**config.mk**
```make
export PLATFORM = sky130hd
export DESIGN_NAME = zorro2_autoconfig_ram
export DESIGN_NICKNAME = d
export VERILOG_FILES = /design/src/rtl/zorro_pkg.sv /design/src/rtl/zorro_cfg_rom.sv /design/src/rtl/zorro2_autoconfig_ram.sv
export SDC_FILE = /design/constraint.sdc
export NUM_CORES = 1
export LEC_CHECK = 0
export CORE_UTILIZATION = 46
export DETAILED_ROUTE_END_ITERATION = 10
export GPL_ROUTABILITY_DRIVEN = 0
export GPL_TIMING_DRIVEN = 1
export PLACE_DENSITY = 0.85
export SLEW_MARGIN = 10
export SYNTH_ARGS = -nofsm -noshare
export SYNTH_HDL_FRONTEND = slang
export SYNTH_HIERARCHICAL = 1
export SYNTH_SLANG_ARGS = --single-unit
```
**constraint.sdc**
```tcl
create_clock -name M68K_CLK -period 2.4 [get_ports M68K_CLK]
set_clock_uncertainty 0.15 [all_clocks]
set_input_delay 0.24 -clock M68K_CLK [delete_from_list [all_inputs] [get_ports M68K_CLK]]
set_output_delay 0.24 -clock M68K_CLK [all_outputs]
set_load 0.01 [all_outputs]
```
**src/rtl/zorro_pkg.sv**
```systemverilog
// Shared definitions for the Zorro II AUTOCONFIG responder: config state,
// bus-region and register-offset constants, and the board size code.
package zorro_pkg;

  typedef enum logic [1:0] {
    CfgUnconf,
    CfgConf,
    CfgShutup
  } cfg_st_e;

  // A23:16 of the AUTOCONFIG space at $E80000
  localparam logic [7:0] CfgRegionHi = 8'hE8;

  // Byte offsets within the config space
  localparam logic [6:0] OffsBase   = 7'h48;
  localparam logic [6:0] OffsShutup = 7'h4C;
  localparam logic [6:0] OffsRegEnd = 7'h40;

  // er_Type size field for a Zorro II board
  function automatic logic [3:0] size_code(int unsigned size_mb);
    logic [3:0] code;
    case (size_mb)
      1:       code = 4'h5;
      2:       code = 4'h6;
      4:       code = 4'h7;
      default: code = 4'h0;
    endcase
    return code;
  endfunction

endpackage

```
**src/rtl/zorro_cfg_rom.sv**
```systemverilog
// Combinational AUTOCONFIG read nibble map, indexed by word address A6:1.
module zorro_cfg_rom
  import zorro_pkg::*;
#(
  parameter int unsigned SIZE_MB  = 8,
  parameter logic [15:0] MANUF_ID = 16'h07DB,
  parameter logic [7:0]  PRODUCT  = 8'h01
) (
  input  logic [5:0] idx_i,
  output logic [3:0] nibble_o
);

  logic [6:0] offs;
  assign offs = {idx_i, 1'b0};

  always_comb begin
    nibble_o = 4'hF;
    if (offs >= OffsRegEnd) begin
      nibble_o = 4'h0;
    end else begin
      case (offs)
        7'h00:   nibble_o = 4'hE;
        7'h02:   nibble_o = size_code(SIZE_MB);
        7'h04:   nibble_o = ~PRODUCT[7:4];
        7'h06:   nibble_o = ~PRODUCT[3:0];
        7'h10:   nibble_o = ~MANUF_ID[15:12];
        7'h12:   nibble_o = ~MANUF_ID[11:8];
        7'h14:   nibble_o = ~MANUF_ID[7:4];
        7'h16:   nibble_o = ~MANUF_ID[3:0];
        default: nibble_o = 4'hF;
      endcase
    end
  end

endmodule

```
**src/rtl/zorro2_autoconfig_ram.sv**
```systemverilog
// Registered Zorro II AUTOCONFIG responder and fast-RAM window decoder.
// Hits are latched at AS_n fall and gated with live AS_n for zero-cycle release.
module zorro2_autoconfig_ram
  import zorro_pkg::*;
#(
  parameter int unsigned SIZE_MB  = 8,
  parameter logic [15:0] MANUF_ID = 16'h07DB,
  parameter logic [7:0]  PRODUCT  = 8'h01
) (
  input  logic       M68K_CLK,
  input  logic       M68K_RESET_n,
  input  logic [7:0] A_HI,
  input  logic [5:0] A_LO,
  input  logic [3:0] D_IN,
  input  logic       AS_n,
  input  logic       UDS_n,
  input  logic       RW,
  input  logic       CONFIG_IN_n,
  output logic       CONFIG_OUT_n,
  output logic [3:0] D_OUT,
  output logic       D_OE,
  output logic       DTACK_RANGE,
  output logic       RAMCE
);

  cfg_st_e    cfg_st_q, cfg_st_d;
  logic [3:0] base_q, base_d;
  logic [5:0] idx_q, idx_d;
  logic       hit_cfg_q, hit_cfg_d;
  logic       hit_ram_q, hit_ram_d;
  logic       as_n_q, uds_n_q;

  logic       cyc_start;
  logic       wr_commit;
  logic [6:0] wr_offs;
  logic [4:0] ram_lo, ram_hi, addr_nib;
  logic [3:0] rom_nibble;

  assign cyc_start = !AS_n && as_n_q;

  // Five-bit compare so a window ending past $F does not wrap
  assign addr_nib = {1'b0, A_HI[7:4]};
  assign ram_lo   = {1'b0, base_q};
  assign ram_hi   = ram_lo + 5'(SIZE_MB);

  always_comb begin
    hit_cfg_d = hit_cfg_q;
    hit_ram_d = hit_ram_q;
    idx_d     = idx_q;
    if (AS_n) begin
      hit_cfg_d = 1'b0;
      hit_ram_d = 1'b0;
    end else if (cyc_start) begin
      hit_cfg_d = (A_HI == CfgRegionHi) && (cfg_st_q == CfgUnconf) && !CONFIG_IN_n;
      hit_ram_d = (cfg_st_q == CfgConf) && (addr_nib >= ram_lo) && (addr_nib < ram_hi);
      idx_d     = A_LO;
    end
  end

  // Commit uses this edge's decode so a simultaneous AS_n/UDS_n fall still writes
  always_comb begin
    wr_offs   = {idx_d, 1'b0};
    wr_commit = !UDS_n && uds_n_q && hit_cfg_d && !RW;
    cfg_st_d  = cfg_st_q;
    base_d    = base_q;
    if (wr_commit) begin
      if (wr_offs == OffsBase) begin
        base_d   = D_IN;
        cfg_st_d = CfgConf;
      end else if (wr_offs == OffsShutup) begin
        cfg_st_d = CfgShutup;
      end
    end
  end

  // Strobe history resets to "low" so a strobe held low across reset release
  // is not mistaken for a new cycle
  always_ff @(posedge M68K_CLK or negedge M68K_RESET_n) begin
    if (!M68K_RESET_n) begin
      cfg_st_q  <= CfgUnconf;
      base_q    <= 4'h0;
      idx_q     <= 6'h00;
      hit_cfg_q <= 1'b0;
      hit_ram_q <= 1'b0;
      as_n_q    <= 1'b0;
      uds_n_q   <= 1'b0;
    end else begin
      cfg_st_q  <= cfg_st_d;
      base_q    <= base_d;
      idx_q     <= idx_d;
      hit_cfg_q <= hit_cfg_d;
      hit_ram_q <= hit_ram_d;
      as_n_q    <= AS_n;
      uds_n_q   <= UDS_n;
    end
  end

  zorro_cfg_rom #(
    .SIZE_MB  (SIZE_MB),
    .MANUF_ID (MANUF_ID),
    .PRODUCT  (PRODUCT)
  ) u_cfg_rom (
    .idx_i    (idx_q),
    .nibble_o (rom_nibble)
  );

  assign CONFIG_OUT_n = (cfg_st_q == CfgUnconf);
  assign D_OUT        = hit_cfg_q ? rom_nibble : 4'hF;
  assign D_OE         = hit_cfg_q && RW && !AS_n;
  assign DTACK_RANGE  = (hit_cfg_q || hit_ram_q) && !AS_n;
  assign RAMCE        = hit_ram_q && !AS_n;

endmodule

```
Word-level counts from Yosys, hierarchy flattened
Memory sizes are Yosys's and may differ from the RTL's.
Index checks and enable logic that the tools add are counted.
{"block": "classes", "addsub": 1, "n_mul": 0, "n_div": 0, "magnitude_cmp": 3, "eq_ne": 4, "shifts": 0, "muxes": 11, "bitwise_logic": 0, "reduce_logical": 23}
{"operator": "equality test 6 bit, second input constant", "count": 2}
{"operator": "logical AND 1 bit", "count": 12}
{"operator": "2-to-1 mux 4 bit", "count": 3}
{"operator": "2-to-1 mux 6 bit", "count": 2}
{"operator": "equality test 8 bit, second input constant", "count": 1}
{"operator": ">= comparator 7 bit, second input constant", "count": 1}
{"operator": "adder 4 x 4 -> 5 bit, second input constant", "count": 1}
{"operator": "< comparator 4 x 5 -> 1 bit", "count": 1}
{"operator": ">= comparator 4 bit", "count": 1}
{"operator": "logical NOT 1 bit", "count": 4}
{"operator": "logical NOT 2 bit", "count": 2}
{"operator": "2-to-1 mux 1 bit", "count": 4}
{"operator": "2-to-1 mux 2 bit", "count": 2}
{"operator": "AND reduction 2 bit", "count": 2}
{"operator": "nonzero test 2 bit", "count": 2}
{"operator": "equality test 2 x 1 -> 1 bit, second input constant", "count": 1}
{"operator": "logical OR 1 bit", "count": 1}
{"block": "totals", "register_bits": 16, "latchBits": 0, "ramBits": 0, "mem_bits_ro": 128, "inputBits": 24, "output_inout_bits": 8, "elab_cells": 50, "mem_count": 1}
{"name": "(no name shown)", "depth": 32, "width": 4, "read_ports": 1, "rd_clocked_by_memory_dff": 0, "write_ports": 0, "line_no": "zorro_cfg_rom.sv:21", "text": "case (offs)"}

Logic depth before layout (Yosys ltp)
{"block": "depth", "word_depth": 8, "mapped_depth": 7, "depth_no_buf": 7}

Modules after synthesis
The synthesis kept the hierarchy.
{"module": "zorro2_autoconfig_ram", "instances": 1, "cells_each": 79, "area_per_inst_um2": 925.9}
{"module": "zorro_cfg_rom", "instances": 1, "cells_each": 14, "area_per_inst_um2": 112.6}

Least setup slack after synthesis
No wires, ideal clock.
{"block": "synth_timing", "path_kind": "flip-flop to flip-flop", "startpoint": "register uds_n_q", "endpoint": "register base_q[0]", "setup_ns": 0.125, "arrival_time_ns": 1.540, "t_required_ns": 2.125, "setup_slack_ns": 0.585, "stages_incl_launch_ff": 5, "path_buffers": 0, "period_less_slack_ns": 1.815, "cell_sequence": "dfrtp_1 or3b_2 nor4b_4 nand3b_4 mux2_4"}
{"block": "synth_via", "elab_chain_len": 4}
{"element": "start: declaration", "line_no": "zorro2_autoconfig_ram.sv:31", "text": "logic as_n_q, uds_n_q;"}
{"element": "start signal: assignment", "line_no": "zorro2_autoconfig_ram.sv:94", "text": "uds_n_q <= UDS_n;"}
{"element": "logical AND 1 bit (3 in a row)", "line_no": "zorro2_autoconfig_ram.sv:63", "text": "wr_commit = !UDS_n && uds_n_q && hit_cfg_d && !RW;"}
{"element": "AND reduction 2 bit (no line)"}
{"element": "end signal: assignment", "line_no": "zorro2_autoconfig_ram.sv:89", "text": "base_q <= base_d;"}
{"element": "end: declaration", "line_no": "zorro2_autoconfig_ram.sv:27", "text": "logic [3:0] base_q, base_d;"}
Every way passes these cells.
A chain may end at the register's enable or synchronous reset.

Final worst setup path
{"block": "layout_timing", "startpoint": "register idx_q[0]", "endpoint": "output port D_OUT[2]"}
{"block": "layout_via", "elab_chain_len": 4}
{"element": "start: declaration", "line_no": "zorro2_autoconfig_ram.sv:28", "text": "logic [5:0] idx_q, idx_d;"}
{"element": "start signal: assignment", "line_no": "zorro2_autoconfig_ram.sv:90", "text": "idx_q <= idx_d;"}
{"element": "memory (32 x 4 bit)"}
{"element": "2-to-1 mux 4 bit", "line_no": "zorro_cfg_rom.sv:21"}
{"element": "2-to-1 mux 4 bit *", "line_no": "zorro_cfg_rom.sv:18", "text": "if (offs >= OffsRegEnd) begin"}
{"element": "named net rom_nibble[2]", "line_no": "zorro2_autoconfig_ram.sv:37", "text": "logic [3:0] rom_nibble;"}
{"element": "2-to-1 mux 4 bit *", "line_no": "zorro2_autoconfig_ram.sv:108", "text": "assign D_OUT = hit_cfg_q ? rom_nibble : 4'hF;"}
{"element": "end: declaration", "line_no": "zorro2_autoconfig_ram.sv:20", "text": "output logic [3:0] D_OUT,"}
The timed path passes the listed nets; every way through them passes the cells marked *.

==> reports/summary.md <==
* 3 — number of buffers added by the clock tree synthesis step
* 0 ns — total negative slack
* 13.7 µm — wire length per cell after detailed routing
* 0.122 ns — setup slack after layout
* idx_q[0]$_DFF_PN0_ — Setup crit start
* 0.09 ns — Clock Pin Slew Worst Setup and Hold Paths
* 2.01 ns — WP data required
* 9 — first-iteration detailed-routing DRC count
* 0.00968 ns — pre-CTS worst setup slack
* 32 — Ports
* sky130_fd_sc_hd__dfrtp_1 — commonest register cell after synthesis
* reg2out — Setup Crit Path Kind
* complete, no violations — run status
* 16 — number of synthesized register bits
* 52.7% — worst-case headroom to the max-slew limit
* 167 — fill cell count
* 0 — count of final max-slew check failures
* 49.5 µm — Die Height
* 71.5% — post-route core utilization
* 1040 µm² — synthesized cell area
* 0 — final setup violation count
* 0 — number of antenna cells inserted
* sky130_fd_sc_hd__clkbuf_4 — root buf cell
* 833 — vias
* done — CTS tree
* 31 — count of input and output buffers
* 0.707 ns — transition at the pin with the smallest max-transition slack
* sky130_fd_sc_hd__dfrtp_1 (16), sky130_fd_sc_hd__ha_1 (9), sky130_fd_sc_hd__mux2_2 (9) — synth cell count leaders
* 2040 µm² — placeable core area
* sky130_fd_sc_hd__dfrtp_1 — cell with the most instances after synthesis
* 1390 µm² — Post-DP Area
* 16 — floorplan row count
* 437 nW/µm² — Power Dens Cells
* 100% — Async S/R FF share, synth
* 94.9% — crit share post-route
* base_q[0]$_DFFE_PN0P_ — R2R Path End
* 843 — via count of the first global-routing pass
* 0 — global route overflow
* 49.5 µm — horizontal die dimension
* 38.6% — part of the Yosys area used for sequential elements
* 2 — buffers from clock root to sink, at most
* 1.89 ns — critical path data arrival time
* sky130_fd_sc_hd__dfrtp_1 (39%), sky130_fd_sc_hd__ha_1 (11%), sky130_fd_sc_hd__mux2_2 (9.8%) — top cells by area, synth
* 11.2 µm² — Mapped Avg Cell Area
* 126 — total nets after synthesis
* 29 — number of different library cells in the post-synthesis netlist
* 1460 µm² — final instance area
* 22.6% — share of cells above drive strength 1
* 0 — DRC violation count after routing
* 4 — first-pass iteration count of the detailed router
* 19.9% — global-route usage over all layers
* 2450 µm² — Die Area
* 0 — initial antenna violation count
* no — setup repair after global routing missed its margin
* 0.686 nW — Leak
* 0 — endpoints failing hold
* 16 — Clock Sink Count
* 0.31 ns — internal reg-to-reg setup slack
* flip-flop — type of origin of the critical path
* 439 MHz — maximum clock rate
* 2.20 mm — final routed wirelength across all metal layers
* 0 — number of routed nets with antenna violations
* in2async — worst min-delay path class
* cfg_st_q[1]$_DFFE_PN0P_ — worst reg2reg path startpoint
* 93 — count of mapped cells out of synthesis
* output port — endpoint kind of the worst setup timing path
* 5.21 — post-detailed-route via-to-cell ratio
* sky130_fd_sc_hd__dfrtp_1 — leading area contributor after synthesis
* 3.73 mm — global-route wire length before repair
* 17 — largest net degree at the start of global routing
* 167 — net count of the finished layout
* 5 — cell depth of the worst flop-to-flop path
* 6 — synthesis warning total
* 0.223 ns — hold slack final
* 1.73 mm — half-perimeter wire length of the detailed placement result
* 3 — peak fanout along the critical path
* 0 — number of maximum-capacitance constraint violations
* 0.458 mV — maximum vdd drop
* 0 — number of enable-type register cells in the synthesized netlist
* 38.6% — fraction of post-synthesis cell area in the top cell type by area
* 2.28 ns — shortest clock period the worst path allows after layout
* 50.9% — initial cell density of the core
* 0.28 ns — later-pin clock latency in the skew report
* 1 — htree depth
* D_OUT[2] — capture point of the critical path
* 40.6% — synthesis-to-finish area growth
==> logic make-up (layout without fill, tap and decap cells) <==
kind of cell | count (synthesis) | after routing | share of synthesized area, %
fa+ha+maj | 9 | 9 | 10.8
buf+inv | 9 | 49 | 3.98
compound gates | 15 | 15 | 8.80
mux | 15 | 15 | 17.5
flops | 16 | 16 | 38.6
simple gates | 29 | 29 | 20.4
==> power by group <==
part           internal (W)  switching (W)  leakage, nW  total [W]
Combinational     0.0000994      0.0000575        0.464   0.000157
Sequential         0.000286      0.0000179        0.200   0.000304
Clock             0.0000923      0.0000845       0.0210   0.000177
Total              0.000478       0.000160        0.686   0.000638
==> final cells by class <==
| type | instances | area [µm²] | share of cell area [%] |
|---|---|---|---|
| inverters | 8 | 30.0 | 2.06 |
| well taps | 27 | 33.8 | 2.31 |
| clock buffers | 4 | 36.3 | 2.49 |
| flip-flops and latches | 16 | 400 | 27.4 |
| multi-input cells | 68 | 597 | 40.9 |
| repair buffers | 37 | 363 | 24.9 |
==> placed cells by master (no fill, tap or decap), types with 2 or more instances in the layout <==
master	count
sky130_fd_sc_hd__clkdlybuf4s50_1	27
sky130_fd_sc_hd__dfrtp_1	16
sky130_fd_sc_hd__mux2_2	9
sky130_fd_sc_hd__ha_1	9
sky130_fd_sc_hd__inv_1	8
sky130_fd_sc_hd__a21oi_1	7
sky130_fd_sc_hd__nor2_1	7
sky130_fd_sc_hd__nand2b_1	6
sky130_fd_sc_hd__buf_4	6
sky130_fd_sc_hd__mux2_4	4
sky130_fd_sc_hd__nor2b_1	3
sky130_fd_sc_hd__clkbuf_4	3
sky130_fd_sc_hd__dlymetal6s2s_1	3
sky130_fd_sc_hd__mux2i_1	2
sky130_fd_sc_hd__nand2_1	2
sky130_fd_sc_hd__o21ai_0	2
sky130_fd_sc_hd__a211oi_1	2
==> worst max-delay path: stages (launching register included) <==
cell and delay [ns]:
sky130_fd_sc_hd__dfrtp_1 0.41, sky130_fd_sc_hd__buf_4 0.14, sky130_fd_sc_hd__inv_1 0.07, sky130_fd_sc_hd__ha_1 0.23, sky130_fd_sc_hd__mux2_2 0.26, sky130_fd_sc_hd__a21oi_1 0.15
sky130_fd_sc_hd__nand2b_1 0.12, sky130_fd_sc_hd__clkdlybuf4s15_1 0.23
==> stage by stage <==
stage                     total power, W  std cells
final                           0.000638        160
after CTS                       0.000632        158
after floorplan                 0.000384         93
after global placement          0.000447        153
after global routing            0.000670        160
after detailed placement        0.000454        153
==> what timing repair did <==
action	in CTS	in global routing
hold endpoints to repair	0	0
gates resized for setup	1	4
setup endpoints to repair	3	2
pin swaps	0	0
buffers inserted	1	2
hold buffers	0	0
==> how the worst min path moves through the flow <==
stage	startpoint	endpoint	cells after the start
after global placement	base_q[2]$_DFFE_PN0P_	base_q[2]$_DFFE_PN0P_	1
final	M68K_RESET_n	idx_q[3]$_DFF_PN0_	1
after floorplan	M68K_RESET_n	as_n_q$_DFF_PN0_	0
after detailed placement	base_q[1]$_DFFE_PN0P_	base_q[1]$_DFFE_PN0P_	1
after global routing	UDS_n	uds_n_q$_DFF_PN0_	1
after CTS	M68K_RESET_n	idx_q[3]$_DFF_PN0_	1
==> state kept, by name, summed over array words and instances, names as in the netlist <==
signal and flops:
hit_ram_q 1, cfg_st_q 2, as_n_q 1, uds_n_q 1, hit_cfg_q 1, base_q 4
idx_q 6
==> per-layer routing <==
metal | vias up | track usage (%) | wire length, µm
met5 | - | 0 | 0
met2 | 17 | 34.0 | 1110
met4 | 0 | 6.19 | 37
met1 | 402 | 24.9 | 967
met3 | 4 | 4.63 | 86
li1 | 410 | - | -
No activity file was read; power rests on OpenSTA's default activity.
